**src/rtl/apb_pkg.sv**
```systemverilog
// Shared definitions for the APB master controller.
// Holds the controller state encoding, the APB address/data/device-index
// widths and the default ACCESS-phase timeout.
package apb_pkg;

   localparam int unsigned ADDR_W      = 8;
   localparam int unsigned DATA_W      = 8;
   localparam int unsigned DEV_W       = 4;
   localparam int unsigned TIMEOUT_DEF = 15;

   typedef enum logic [1:0] {
      ST_IDLE,
      ST_SETUP,
      ST_ACCESS,
      ST_ERRRSP
   } state_e;

endpackage

```
**src/rtl/apb_master_ctrl_if.sv**
```systemverilog
// Bundle of the core request/response handshake and the APB bus.
//   master modport : controller view (drives req_ready, rsp_*, P* outputs)
//   slave modport  : core + APB slave view (drives requests and PRDATA/PREADY/PSLVERR)
// NUM_DEV sets the PSEL width and must match the controller's NUM_DEV.
interface apb_master_ctrl_if
   import apb_pkg::*;
#(
   parameter int unsigned NUM_DEV = 16
);

   // core request / response
   logic              req_valid;
   logic              req_ready;
   logic              req_write;
   logic [DEV_W-1:0]  req_device;
   logic [ADDR_W-1:0] req_addr;
   logic [DATA_W-1:0] req_wdata;
   logic              rsp_valid;
   logic [DATA_W-1:0] rsp_rdata;
   logic              rsp_err;

   // APB bus
   logic [NUM_DEV-1:0] PSEL;
   logic               PENABLE;
   logic               PWRITE;
   logic [ADDR_W-1:0]  PADDR;
   logic [DATA_W-1:0]  PWDATA;
   logic [DATA_W-1:0]  PRDATA;
   logic               PREADY;
   logic               PSLVERR;

   modport master (
      input  req_valid, req_write, req_device, req_addr, req_wdata,
      input  PRDATA, PREADY, PSLVERR,
      output req_ready, rsp_valid, rsp_rdata, rsp_err,
      output PSEL, PENABLE, PWRITE, PADDR, PWDATA
   );

   modport slave (
      output req_valid, req_write, req_device, req_addr, req_wdata,
      output PRDATA, PREADY, PSLVERR,
      input  req_ready, rsp_valid, rsp_rdata, rsp_err,
      input  PSEL, PENABLE, PWRITE, PADDR, PWDATA
   );

endinterface

```
**src/rtl/apb_master_ctrl_wdt.sv**
```systemverilog
// ACCESS-phase wait counter for the APB master controller.
//   clk, rst_n : clock, asynchronous active-low reset
//   clear      : force the count to 0 (held outside ACCESS)
//   enable     : count one more wait cycle (ACCESS with PREADY low)
//   expired    : count has reached TIMEOUT-1; the current ACCESS cycle is the last allowed
// The count saturates at TIMEOUT-1 and never wraps.
module apb_wdt #(
   parameter int unsigned TIMEOUT = 15
) (
   input  logic clk,
   input  logic rst_n,
   input  logic clear,
   input  logic enable,
   output logic expired
);

   localparam int unsigned CW = $clog2(TIMEOUT) + 1;

   logic [CW-1:0] cnt_q;

   assign expired = (cnt_q == CW'(TIMEOUT - 1));

   always_ff @(posedge clk or negedge rst_n) begin
      if (!rst_n) begin
         cnt_q <= '0;
      end else if (clear) begin
         cnt_q <= '0;
      end else if (enable && !expired) begin
         cnt_q <= cnt_q + CW'(1);
      end
   end

endmodule

```
**src/rtl/apb_master_ctrl.sv**
```systemverilog
// APB master controller: turns one core request into one APB transfer
// (SETUP then one or more ACCESS cycles) and returns a one-cycle response.
//   clk, rst_n : clock, asynchronous active-low reset
//   bus        : request/response handshake and APB bus (master modport)
// Requests to a device index >= NUM_DEV skip the bus and return an error.
// ACCESS is aborted with an error after TIMEOUT cycles without PREADY.
module apb_master_ctrl
   import apb_pkg::*;
#(
   parameter int unsigned NUM_DEV = 16,
   parameter int unsigned TIMEOUT = TIMEOUT_DEF
) (
   input  logic               clk,
   input  logic               rst_n,
   apb_master_ctrl_if.master  bus
);

   state_e state_q, state_d;

   logic              write_q;
   logic [DEV_W-1:0]  dev_q;
   logic [ADDR_W-1:0] addr_q;
   logic [DATA_W-1:0] wdata_q;

   logic              rsp_valid_q;
   logic              rsp_err_q;
   logic [DATA_W-1:0] rsp_rdata_q;

   logic accept;
   logic dev_ok;
   logic sel_active;
   logic expired;

   assign dev_ok     = (32'(bus.req_device) < NUM_DEV);
   assign accept     = (state_q == ST_IDLE) && bus.req_valid;
   assign sel_active = (state_q == ST_SETUP) || (state_q == ST_ACCESS);

   // Counter is held clear outside ACCESS, so it starts at 0 on the first ACCESS cycle.
   apb_wdt #(.TIMEOUT(TIMEOUT)) u_wdt (
      .clk     (clk),
      .rst_n   (rst_n),
      .clear   (state_q != ST_ACCESS),
      .enable  ((state_q == ST_ACCESS) && !bus.PREADY),
      .expired (expired)
   );

   always_ff @(posedge clk or negedge rst_n) begin
      if (!rst_n) begin
         state_q <= ST_IDLE;
      end else begin
         state_q <= state_d;
      end
   end

   always_comb begin
      state_d = state_q;
      case (state_q)
         ST_IDLE: begin
            if (bus.req_valid) begin
               state_d = dev_ok ? ST_SETUP : ST_ERRRSP;
            end
         end
         ST_SETUP:  state_d = ST_ACCESS;
         ST_ACCESS: begin
            if (bus.PREADY || expired) begin
               state_d = ST_IDLE;
            end
         end
         ST_ERRRSP: state_d = ST_IDLE;
         default:   state_d = ST_IDLE;
      endcase
   end

   // Request latches; PWDATA is forced to 0 for reads at capture time.
   always_ff @(posedge clk or negedge rst_n) begin
      if (!rst_n) begin
         write_q <= 1'b0;
         dev_q   <= '0;
         addr_q  <= '0;
         wdata_q <= '0;
      end else if (accept) begin
         write_q <= bus.req_write;
         dev_q   <= bus.req_device;
         addr_q  <= bus.req_addr;
         wdata_q <= bus.req_write ? bus.req_wdata : '0;
      end
   end

   // Response is registered so it appears in the IDLE cycle after completion.
   always_ff @(posedge clk or negedge rst_n) begin
      if (!rst_n) begin
         rsp_valid_q <= 1'b0;
         rsp_err_q   <= 1'b0;
         rsp_rdata_q <= '0;
      end else begin
         rsp_valid_q <= 1'b0;
         rsp_err_q   <= 1'b0;
         rsp_rdata_q <= '0;
         case (state_q)
            ST_ACCESS: begin
               if (bus.PREADY) begin
                  rsp_valid_q <= 1'b1;
                  rsp_err_q   <= bus.PSLVERR;
                  rsp_rdata_q <= (!write_q && !bus.PSLVERR) ? bus.PRDATA : '0;
               end else if (expired) begin
                  rsp_valid_q <= 1'b1;
                  rsp_err_q   <= 1'b1;
               end
            end
            ST_ERRRSP: begin
               rsp_valid_q <= 1'b1;
               rsp_err_q   <= 1'b1;
            end
            default: ;
         endcase
      end
   end

   assign bus.req_ready = (state_q == ST_IDLE);
   assign bus.rsp_valid = rsp_valid_q;
   assign bus.rsp_err   = rsp_err_q;
   assign bus.rsp_rdata = rsp_rdata_q;

   assign bus.PSEL    = sel_active ? (NUM_DEV'(1) << dev_q) : '0;
   assign bus.PENABLE = (state_q == ST_ACCESS);
   assign bus.PWRITE  = write_q;
   assign bus.PADDR   = addr_q;
   assign bus.PWDATA  = wdata_q;

endmodule

```
**src/flat_wrapper.sv**
```systemverilog
// flat-port wrapper written by rule: the top's interface ports become plain ports
module apb_master_ctrl_flat import apb_pkg::*;
#(
   parameter int unsigned NUM_DEV = 16,
   parameter int unsigned TIMEOUT = TIMEOUT_DEF
)
  (clk, rst_n, bus_req_valid, bus_req_write, bus_req_device, bus_req_addr, bus_req_wdata, bus_PRDATA, bus_PREADY, bus_PSLVERR, bus_req_ready, bus_rsp_valid, bus_rsp_rdata, bus_rsp_err, bus_PSEL, bus_PENABLE, bus_PWRITE, bus_PADDR, bus_PWDATA);
  apb_master_ctrl_if #(.NUM_DEV(NUM_DEV)) bus_i ();
  input  logic clk;
  input  logic rst_n;
  input wire logic [$bits(bus_i.req_valid)-1:0] bus_req_valid;
  input wire logic [$bits(bus_i.req_write)-1:0] bus_req_write;
  input wire logic [$bits(bus_i.req_device)-1:0] bus_req_device;
  input wire logic [$bits(bus_i.req_addr)-1:0] bus_req_addr;
  input wire logic [$bits(bus_i.req_wdata)-1:0] bus_req_wdata;
  input wire logic [$bits(bus_i.PRDATA)-1:0] bus_PRDATA;
  input wire logic [$bits(bus_i.PREADY)-1:0] bus_PREADY;
  input wire logic [$bits(bus_i.PSLVERR)-1:0] bus_PSLVERR;
  output wire logic [$bits(bus_i.req_ready)-1:0] bus_req_ready;
  output wire logic [$bits(bus_i.rsp_valid)-1:0] bus_rsp_valid;
  output wire logic [$bits(bus_i.rsp_rdata)-1:0] bus_rsp_rdata;
  output wire logic [$bits(bus_i.rsp_err)-1:0] bus_rsp_err;
  output wire logic [$bits(bus_i.PSEL)-1:0] bus_PSEL;
  output wire logic [$bits(bus_i.PENABLE)-1:0] bus_PENABLE;
  output wire logic [$bits(bus_i.PWRITE)-1:0] bus_PWRITE;
  output wire logic [$bits(bus_i.PADDR)-1:0] bus_PADDR;
  output wire logic [$bits(bus_i.PWDATA)-1:0] bus_PWDATA;
  assign bus_i.req_valid = bus_req_valid;
  assign bus_i.req_write = bus_req_write;
  assign bus_i.req_device = bus_req_device;
  assign bus_i.req_addr = bus_req_addr;
  assign bus_i.req_wdata = bus_req_wdata;
  assign bus_i.PRDATA = bus_PRDATA;
  assign bus_i.PREADY = bus_PREADY;
  assign bus_i.PSLVERR = bus_PSLVERR;
  assign bus_req_ready = bus_i.req_ready;
  assign bus_rsp_valid = bus_i.rsp_valid;
  assign bus_rsp_rdata = bus_i.rsp_rdata;
  assign bus_rsp_err = bus_i.rsp_err;
  assign bus_PSEL = bus_i.PSEL;
  assign bus_PENABLE = bus_i.PENABLE;
  assign bus_PWRITE = bus_i.PWRITE;
  assign bus_PADDR = bus_i.PADDR;
  assign bus_PWDATA = bus_i.PWDATA;
  apb_master_ctrl #(.NUM_DEV(NUM_DEV), .TIMEOUT(TIMEOUT)) u_core (.clk(clk), .rst_n(rst_n), .bus(bus_i));
endmodule
```
**config.mk**
```make
export PLATFORM = sky130hd
export DESIGN_NAME = apb_master_ctrl_flat
export DESIGN_NICKNAME = d
export VERILOG_FILES = /design/src/rtl/apb_pkg.sv /design/src/rtl/apb_master_ctrl_if.sv /design/src/rtl/apb_master_ctrl_wdt.sv /design/src/rtl/apb_master_ctrl.sv /design/src/flat_wrapper.sv
export SDC_FILE = /design/constraint.sdc
export NUM_CORES = 1
export LEC_CHECK = 0
export CORE_MARGIN = 3
export CORE_UTILIZATION = 65
export DETAILED_ROUTE_END_ITERATION = 16
export DONT_BUFFER_PORTS = 1
export PLACE_DENSITY = 0.88
export SYNTH_ARGS = -nofsm -noshare
export SYNTH_HDL_FRONTEND = slang
export SYNTH_SLANG_ARGS = --single-unit
```
**constraint.sdc**
```tcl
create_clock -name clk -period 2.75 [get_ports clk]
set_input_delay 0.4125 -clock clk [delete_from_list [all_inputs] [get_ports clk]]
set_output_delay 0.4125 -clock clk [all_outputs]
set_load 0.005 [all_outputs]
```
==> results <==
- The antenna diode instance count is 0.
- In the final layout, the share of cells above drive strength 1 is 0.184.
- After global routing the overflow that remains totals 0.
- The number of global-route vias before repair is 1168.
- The initial antenna violation count is 0.
- The transition time at the pin with the least slew margin is 0.828 ns.
- The layout filler cell count is 154.
- The critical path required time is around 2.3 ns.
- The area growth from synthesis to layout is 6.07%.
- For this run, the top clock speed supported by timing is 428 MHz.
- The width of the die is between 50 and 60 um.
- The final weighted congestion in routability-driven placement is between 0.7 and 0.8.
- The initial utilization of the core area, before any placement, comes to 0.724.
- The count of nets left with antenna violations after detail routing is 0.
- The post-route non-filler standard cell count is 186.
- The part of the cycle the worst path needs is 0.849.
- During synthesis, Yosys emitted a total of 0 warnings.
- The pin count of the biggest net entering global routing is 39.
- The final count of negative-setup-slack endpoints is 0.
- Across all hold checks on the routed design, the worst slack comes to 0.197 ns.
- The final-report hold violation count was 0.
- After floorplanning, the core was sized to cover 2360 um2.
- The maximum net fanout on the critical path is 4.
- The critical path arrival is between 1.5 and 2 ns.
- The post-cts repair resize count is 0.
- The worst setup path is captured at a primary output.
- The number of levels in the clock H-tree is 2.
- The wire length reported by the detailed router is 3280 um.
- After synthesis the netlist holds a flip-flop and latch count of 38.
- The floorplan step defined a die boundary enclosing 3280 um2.
- After layout, the design draws a total of 1790 uW.
- The minimum setup slack after placement is 0.774 ns.
- The cell chosen for the clock root is sky130_fd_sc_hd__clkbuf_4.
- Leaving out fill and tap cells, the most frequent cell in the layout is sky130_fd_sc_hd__dfrtp_1.
- TritonCTS built the clock tree.
- The count of buffers inserted at the top-level ports is 0.
- Synthesis produced a netlist whose cell count is 153.
- The worst path meets setup with between 0.4 and 0.5 ns of slack.
- In the layout the commonest cells are 38 x sky130_fd_sc_hd__dfrtp_1, 22 x sky130_fd_sc_hd__nand2_1, 13 x sky130_fd_sc_hd__nor2_1, 13 x sky130_fd_sc_hd__mux2_2.
- The number of rows in the core area is 17.
- The vertical die dimension is 57.3 um.
- The maximum count of clock buffers along a single path is 2.
- The mean number of vias per cell is between 6 and 7.
- The flow ran to the end, and the final reports show no timing, DRC or antenna violations.
- The category of the critical setup timing path is flop to primary output.
- In the routed design, unresolved DRC markers number 0.
- The worst-case IR drop observed on VDD is 0.679 mV.
- Between clock sinks in the finished design, the worst skew comes to 0.0117 ns.
- STA classifies the critical path startpoint as a flop.
- The worst pin sits at a relative slew slack of 0.447.
- For the final routed database, the setup TNS stands at 0 ns.
- Synthesis produced a netlist with a net count of 194.
- Setup repair after global routing left no endpoint under its margin.
- The clock insertion delay at the later pin of the skew report is 0.34 ns.
- The worst path in the final design needs a cycle of 2.34 ns, including I/O delays and setup.
- 79 I/O pins were placed.
- The count of unique library cells instantiated by Yosys is 28.
- The number of detailed-routing iterations run before antenna repair is 4.
- In this run the power density over the cells is 984 nW/um2.
- The number of CTS-inserted buffers is 5.
- The clock transition at the registers of the reported paths is roughly 0.11 ns.
- The hold buffer count at CTS is 2.
- The total via count after detailed routing is ~1.1k.
- The estimated wirelength of the detail-placed design is ~2500 um.
- The static leakage power is between 0.0008 and 0.0009 uW.
- The placed instance count is 176.
- The buffers inserted during post-CTS setup optimization is 0.
- The max-capacitance violation count is 0.
- The tree built by TritonCTS fans out to 38 sinks.
- The cell area that synthesis handed to floorplanning was 1710 um2.
- The total routing usage reported by global routing is 0.208.
- The average size of a mapped cell is 11.2 um2.
- The iteration-0 DRC count of the detailed router is 57.
- The net count of the finished layout is 198.
- The share of the yosys chip area belonging to registers is 0.556.
- The worst hold path belongs to the class primary input to flop.
- The average detailed-routed wire length per instance is 17.6 um.
- The total count of max-transition violations in the final report is 0.
- The first-pass GRT wire length is approximately 5200 um.
==> Yosys cell counts <==
master                     instances  share of area
sky130_fd_sc_hd__dfrtp_1          38           0.56
sky130_fd_sc_hd__a21o_1            1         0.0044
sky130_fd_sc_hd__mux2i_1           3          0.018
sky130_fd_sc_hd__buf_2             2         0.0059
sky130_fd_sc_hd__or2_2             1         0.0037
sky130_fd_sc_hd__and4b_1           1         0.0059
sky130_fd_sc_hd__nand3b_1          2         0.0088
sky130_fd_sc_hd__or3b_2            1         0.0051
sky130_fd_sc_hd__a31o_2            1         0.0051
sky130_fd_sc_hd__nand3_1           3         0.0088
sky130_fd_sc_hd__nand2b_1          5          0.018
sky130_fd_sc_hd__a311oi_1          1         0.0051
sky130_fd_sc_hd__nor3_1            7          0.020
sky130_fd_sc_hd__o21ai_0           8          0.023
sky130_fd_sc_hd__nor2_1           13          0.029
sky130_fd_sc_hd__o32a_4            1          0.013
sky130_fd_sc_hd__mux2_2           13          0.086
sky130_fd_sc_hd__buf_6             1         0.0066
sky130_fd_sc_hd__inv_1             6          0.013
sky130_fd_sc_hd__mux2_4            2          0.018
sky130_fd_sc_hd__clkbuf_1          2         0.0044
sky130_fd_sc_hd__o31ai_1           1         0.0044
sky130_fd_sc_hd__ha_1              7          0.051
sky130_fd_sc_hd__and2_1            8          0.029
sky130_fd_sc_hd__buf_1             1         0.0022
sky130_fd_sc_hd__nand2_1          22          0.048
sky130_fd_sc_hd__a21oi_1           1         0.0029
sky130_fd_sc_hd__o211ai_1          1         0.0044
==> power breakdown <==
| part | internal [uW] | switching, uW |
|---|---|---|
| Combinational | 264 | 288 |
| Sequential | 753 | 179 |
| Clock | 123 | 178 |
| Total | 1140 | 645 |
==> worst paths after layout <==
kind,endpoint,depth (start not counted),start,slack [ns]
worst min-delay path,u_core.bus.PWDATA[6],2,bus_req_write,0.20
worst max register to register,u_core.bus.rsp_rdata[2],5,u_core.state_q[0],0.74
worst min register to register,u_core.bus.PWDATA[6],2,u_core.bus.PWDATA[6],0.52
max in group asynchronous,u_core.bus.rsp_rdata[4],2,rst_n,2.04
worst max-delay path,bus_PSEL[0],4,u_core.state_q[1],0.41
min in group asynchronous,u_core.state_q[1],2,rst_n,0.51
==> per-layer routing <==
metal | track usage | part of all wire | up-vias
li1 | - | - | 517
met3 | 0.0860 | 0.11 | 6
met4 | 0.0695 | 0.0092 | 0
met2 | 0.362 | 0.50 | 67
met1 | 0.229 | 0.37 | 536
met5 | 0 | 0 | -
==> cell families after synthesis <==
logic type,share of synthesized area
buffers and inverters,0.0322
multiplexers,0.121
flip-flops,0.556
AO/OA/AOI/OAI,0.0629
adder cells (fa/ha/maj),0.0512
AND/OR/NAND/NOR,0.177
==> final cells by class <==
class	count	area, um2	share of cell area
Sequential cell	38	951	0.524
Clock inverter	2	12.5	0.00690
Multi-Input combinational cell	103	704	0.388
Timing Repair Buffer	3	37.5	0.0207
Tap cell	28	35.0	0.0193
Inverter	6	22.5	0.0124
Clock buffer	6	51.3	0.0283
==> metrics by stage <==
stage | instance area, um2 | util
after floorplan | 1710 | -
after global placement | 1720 | 0.729
after detailed placement | 1720 | 0.729
after CTS | 1810 | 0.768
after global routing | 1810 | 0.768
final | 1810 | 0.768
==> worst max-delay path: stages, from the launching register on <==
cell and delay (ns):
sky130_fd_sc_hd__dfrtp_1 0.43, sky130_fd_sc_hd__inv_1 0.11, sky130_fd_sc_hd__ha_1 0.34, sky130_fd_sc_hd__or3b_2 0.49
sky130_fd_sc_hd__nor3_1 0.22
==> sequential cells by signal, indices dropped and copies added, names as in the netlist <==
signal	flops
u_core.bus.rsp_rdata	8
u_core.state_q	2
u_core.u_wdt.cnt_q	5
u_core.bus.rsp_valid	1
u_core.dev_q	4
u_core.bus.PWRITE	1
u_core.bus.rsp_err	1
u_core.bus.PWDATA	8
u_core.bus.PADDR	8
(Power assumes the default switching activity.)
